[config.mk]
export PLATFORM = sky130hd
export DESIGN_NAME = pin_entry_collector
export DESIGN_NICKNAME = d
export VERILOG_FILES = /design/src/rtl/pin_entry_collector_pkg.sv /design/src/rtl/pin_entry_collector_timer.sv /design/src/rtl/pin_entry_collector.sv
export SDC_FILE = /design/constraint.sdc
export NUM_CORES = 1
export LEC_CHECK = 0
export ABC_AREA = 1
export ABC_CLOCK_PERIOD_IN_PS = 3500
export BUFFER_PORTS_ARGS = -buffer_cell sky130_fd_sc_hd__clkbuf_2
export CAP_MARGIN = 20
export CORE_MARGIN = 4
export CORE_UTILIZATION = 30
export DETAILED_ROUTE_END_ITERATION = 10
export PLACE_DENSITY = 0.55
export REMOVE_ABC_BUFFERS = 1
export SYNTH_ARGS = -nofsm -noshare
export SYNTH_HDL_FRONTEND = slang
export SYNTH_HIERARCHICAL = 1
export SYNTH_SLANG_ARGS = --single-unit
[constraint.sdc]
create_clock -name clk -period 3.5 [get_ports clk]
set_clock_uncertainty 0.05 [all_clocks]
set_input_delay 0.525 -clock clk [delete_from_list [all_inputs] [get_ports clk]]
set_output_delay 0.525 -clock clk [all_outputs]
set_load 0.01 [all_outputs]
[src/rtl/pin_entry_collector_pkg.sv]
// rtl/pin_entry_collector_pkg.sv - shared state encodings and digit-range limit for PIN entry
package pin_entry_collector_pkg;

  typedef enum logic [1:0] {
    ST_IDLE    = 2'd0,
    ST_COLLECT = 2'd1,
    ST_FULL    = 2'd2,
    ST_SEND    = 2'd3
  } pin_state_t;

  localparam logic [3:0] DIGIT_MAX = 4'd9;

  function automatic logic is_bcd(input logic [3:0] digit);
    return digit <= DIGIT_MAX;
  endfunction

endpackage

[src/rtl/pin_entry_collector_timer.sv]
// rtl/pin_entry_collector_timer.sv - saturating idle counter that discards stale partial PINs
module pin_timeout_timer #(
  parameter logic [15:0] TIMEOUT_CYCLES = 16'd1000
) (
  input  logic clk,
  input  logic rst,
  input  logic run,
  input  logic restart,
  output logic expired
);

  // expired flags the last idle cycle so the owner can act on the edge that completes the window
  localparam logic [15:0] LIMIT = (TIMEOUT_CYCLES == 16'd0) ? 16'd0 : TIMEOUT_CYCLES - 16'd1;

  logic [15:0] idle_cnt;

  always_ff @(posedge clk or negedge rst) begin
    if (!rst) begin
      idle_cnt <= '0;
    end else if (restart || !run) begin
      idle_cnt <= '0;
    end else if (idle_cnt != 16'hFFFF) begin
      idle_cnt <= idle_cnt + 16'd1;
    end
  end

  assign expired = run && (idle_cnt >= LIMIT);

endmodule

[src/rtl/pin_entry_collector.sv]
// rtl/pin_entry_collector.sv - collects four BCD keypad digits into a PIN code for the gate controller
module pin_entry_collector
  import pin_entry_collector_pkg::*;
#(
  parameter logic [15:0] TIMEOUT_CYCLES = 16'd1000,
  parameter int          NUM_DIGITS     = 4
) (
  input  logic        clk,
  input  logic        rst,
  input  logic        enable,
  input  logic        key_valid,
  input  logic [3:0]  key_digit,
  input  logic        key_enter,
  input  logic        key_clear,
  output logic [15:0] code,
  output logic        code_ack,
  output logic [2:0]  digit_count,
  output logic        entry_error,
  output logic        entry_timeout
);

  localparam logic [2:0] FULL_COUNT = 3'(NUM_DIGITS);

  pin_state_t  state, state_nx;
  logic [15:0] code_nx;
  logic [2:0]  count_nx;
  logic        ack_nx, err_nx, to_nx;
  logic        key_evt, run, expired;

  assign key_evt = enable && key_valid && (state != ST_SEND);
  assign run     = enable && ((state == ST_COLLECT) || (state == ST_FULL));

  pin_timeout_timer #(
    .TIMEOUT_CYCLES(TIMEOUT_CYCLES)
  ) u_timer (
    .clk    (clk),
    .rst    (rst),
    .run    (run),
    .restart(key_evt),
    .expired(expired)
  );

  always_ff @(posedge clk or negedge rst) begin
    if (!rst) begin
      state         <= ST_IDLE;
      code          <= '0;
      digit_count   <= '0;
      code_ack      <= 1'b0;
      entry_error   <= 1'b0;
      entry_timeout <= 1'b0;
    end else begin
      state         <= state_nx;
      code          <= code_nx;
      digit_count   <= count_nx;
      code_ack      <= ack_nx;
      entry_error   <= err_nx;
      entry_timeout <= to_nx;
    end
  end

  // key priority is clear > enter > digit; a key in the same cycle as expiry wins
  always_comb begin
    state_nx = state;
    if (!enable) begin
      state_nx = ST_IDLE;
    end else if (state == ST_SEND) begin
      state_nx = ST_IDLE;
    end else if (key_evt) begin
      if (key_clear) begin
        state_nx = ST_IDLE;
      end else if (key_enter) begin
        state_nx = (state == ST_FULL) ? ST_SEND : ST_IDLE;
      end else if (is_bcd(key_digit) && (state != ST_FULL)) begin
        state_nx = ((digit_count + 3'd1) == FULL_COUNT) ? ST_FULL : ST_COLLECT;
      end
    end else if (expired) begin
      state_nx = ST_IDLE;
    end
  end

  always_comb begin
    code_nx  = code;
    count_nx = digit_count;
    ack_nx   = 1'b0;
    err_nx   = 1'b0;
    to_nx    = 1'b0;
    if (!enable) begin
      code_nx  = '0;
      count_nx = '0;
    end else if (state == ST_SEND) begin
      count_nx = '0;
    end else if (key_evt) begin
      if (key_clear) begin
        code_nx  = '0;
        count_nx = '0;
      end else if (key_enter) begin
        if (state == ST_FULL) begin
          ack_nx = 1'b1;
        end else begin
          err_nx   = 1'b1;
          count_nx = '0;
        end
      end else if (!is_bcd(key_digit) || (state == ST_FULL)) begin
        err_nx = 1'b1;
      end else begin
        code_nx  = {code[11:0], key_digit};
        count_nx = digit_count + 3'd1;
      end
    end else if (expired) begin
      to_nx    = 1'b1;
      code_nx  = '0;
      count_nx = '0;
    end
  end

endmodule

==> out/qor.txt <==
remaining antenna violation count = 0
die area = 9530 µm²
Synth Instances = 327
critical path cell sequence = inv_1 > ha_1 > nor2_1 > inv_1 > a21oi_1 > inv_1 > o21ai_2 > nand2_4 > nand2_1 > nand2_1
Static Leakage = 1.51 nW
Tightest Pin Transition = 0.734 ns
Row Count = 32
I/O Buffers = 31
minimum clock period = 2.32 ns
Worst path most repeated cell = inv_1
CTS clk-pin slew, worst paths = 0.09 ns
Yosys cell types = 28
fin. max-slew vios = 0
Most used DFF post-synth = dfrtp_1
hpwl dp = 3700 µm
Syn Area/Cell = 7.37 µm²
Clock Tree Root = clkbuf_8
Setup crit start kind = flip-flop
fin crit share = 66.2%
CTS resizes = 0
RSZ-0062 raised after global routing = false
Die X = 97.6 µm
worst vdd ir = 0.000171 V
post-DR vias/cell = 4.47
layout cells sized above 1 = 18.0%
P per Cell Area = 333 nW/µm²
placed cell count = 454
switching portion of total power = 24.6%
worst-path fanout max = 17
Nets = 376
Hold Crit Class = in2async
Skew-Pair Late Insertion Delay = 0.29 ns
WP data required = 3.65 ns
Overall Global Routing Usage = 11.5%
# DRC = 0
Fin. Hold Viols = 0
largest net degree at the start of global routing = 41
crit end category = flip-flop
first-pass GRT wire length = 9280 µm
max cap viols = 0
Internal Pwr Total = 0.701 mW
Routed wire per std cell = 11.1 µm
Sink Count = 40
post-synth top area cell = dfrtp_1
Async SR Flop Fraction = 100%
Clock power frac = 42.2%
H-tree lvl count = 2
Fin Setup TNS = 0 ns
WS Path Type = reg2reg
Post-CTS Setup Inserts = 0
number of flops mapped to enable cells by yosys = 0
most instantiated cells after synthesis = 101 x nand2_1, 43 x nand3_1, 42 x inv_1, 42 x nor2_1, 40 x dfrtp_1
Seq cells post-synth = 40
FILL cells = 845
routability cong. = 0.805
Comb pwr share = 7.2%
Hold Buf Count CTS = 0
CTS tree = built
post-synthesis sequential area ratio = 41.5%
Slowest-stage cell, CP = o21ai_2
layout overhead on the synthesized area = 15.6%
total gr overflow = 0
status = finished, final reports clean
I/O pin cnt = 32
post-route insts no fill = 463
Peak Freq = 432 MHz
ranking of synthesized cells by area = dfrtp_1 42%, nand2_1 16%, nand3_1 8.9%, inv_1 6.5%, nor2_1 6.5%
CTS Buf Count = 5
Starting DRT DRC Count = 73
Psw = 0.228 mW
yosys warns = 6
share of the synthesized area in the top cell type = 41.5%
vias in the first global route = 2031
Diodes inserted = 0
Post-Route WL = 5160 µm
most frequent cell after synthesis = nand2_1
Syn Std Cell Area = 2410 µm²
core area = 7770 µm²
Worst EP arrival = 2.46 ns
initial antenna violation count = 0
Final setup viols = 0
effective utilization at floorplan = 31.0%
Max clock buf depth = 2
Slew headroom = 51.0%
part of the power in registers = 50.6%
die height = 97.6 µm
Worst path max stage delay = 0.58 ns
Vias = 2069
DR pass1 iterations = 4
flip-flops by register name (all words and copies together), names as in the netlist:
| register | count |
|---|---|
| state | 2 |
| entry_error | 1 |
| code_ack | 1 |
| u_timer/idle_cnt | 16 |
| code | 16 |
| digit_count | 3 |
| entry_timeout | 1 |
path summary, 6_finish.rpt:
path	from	end	slack [ns]	depth (start not counted)
setup / recovery	state[0]	code[6]	1.18	10
hold / removal	rst	u_timer/idle_cnt[13]	0.16	1
setup reg to reg	state[0]	code[6]	1.18	10
hold reg to reg	code[12]	code[12]	0.43	2
max in group asynchronous	rst	u_timer/idle_cnt[5]	2.74	2
min in group clk	key_valid	entry_timeout	0.39	2
cell type report:
class,count,area (µm²),area share (%)
multi-input cells,236,1190,42.7
well taps,102,128,4.58
repair buffers,32,183,6.56
flip-flops and latches,40,1000,35.9
clock buffers,5,68.8,2.47
inverters,45,169,6.06
clock inverters,3,47.5,1.71
kinds of logic after synthesis:
kind of cell,Yosys count,synth area share (%)
simple gates,219,42.8
buf+inv,51,9.09
fa+ha+maj,6,3.12
compound gates,11,3.43
flops,40,41.5
power groups by stage:
stage          combinational, mW  sequential (mW)  clock (mW)
3_5_place_dp              0.0645            0.479           0
5_1_grt                   0.0767            0.471       0.436
2_1_floorplan             0.0342            0.480           0
4_1_cts                   0.0647            0.470       0.410
3_3_place_gp              0.0645            0.479           0
6_report                  0.0667            0.470       0.392
metrics by stage:
step | total power, mW | hold WS (ns) | instance area (µm²) | setup slack (ns) | util, %
6_report | 0.928 | 0.158 | 2790 | 1.18 | 35.9
4_1_cts | 0.945 | 0.376 | 2760 | 1.12 | 35.5
2_1_floorplan | 0.514 | 0.179 | 2360 | 1.53 | -
3_3_place_gp | 0.543 | 0.409 | 2640 | 1.19 | 34.0
5_1_grt | 0.984 | 0.172 | 2790 | 0.879 | 35.9
3_5_place_dp | 0.543 | 0.413 | 2640 | 1.13 | 34.0
metal layers:
| layer | vias up | wire, µm | track usage [%] |
|---|---|---|---|
| met1 | 939 | 2530 | 15.6 |
| met3 | 2 | 210 | 3.73 |
| met5 | - | 0 | 0 |
| met2 | 38 | 2410 | 18.3 |
| li1 | 1090 | - | - |
| met4 | 0 | 8 | 1.92 |
cell usage in the layout (no fill, tap or decap), drive strengths merged, types with 3 or more instances in the layout:
master	synthesis	final
nand2	111	111
nor2	47	47
nand3	45	45
inv	45	45
dfrtp	40	40
clkbuf	1	36
nand4	9	9
ha	6	6
o21bai	4	4
a21oi	3	3
or2	3	3
o21ai	3	3
worst max-delay path: cells and delay by family (launching register included):
kind | cells | cell delay, ns
AO/OA/AOI/OAI | 2 | 0.71
buffers and inverters | 3 | 0.26
AND/OR/NAND/NOR | 4 | 0.50
adder cells (fa/ha/maj) | 1 | 0.29
flip-flops | 1 | 0.39
(Power assumes the default switching activity.)
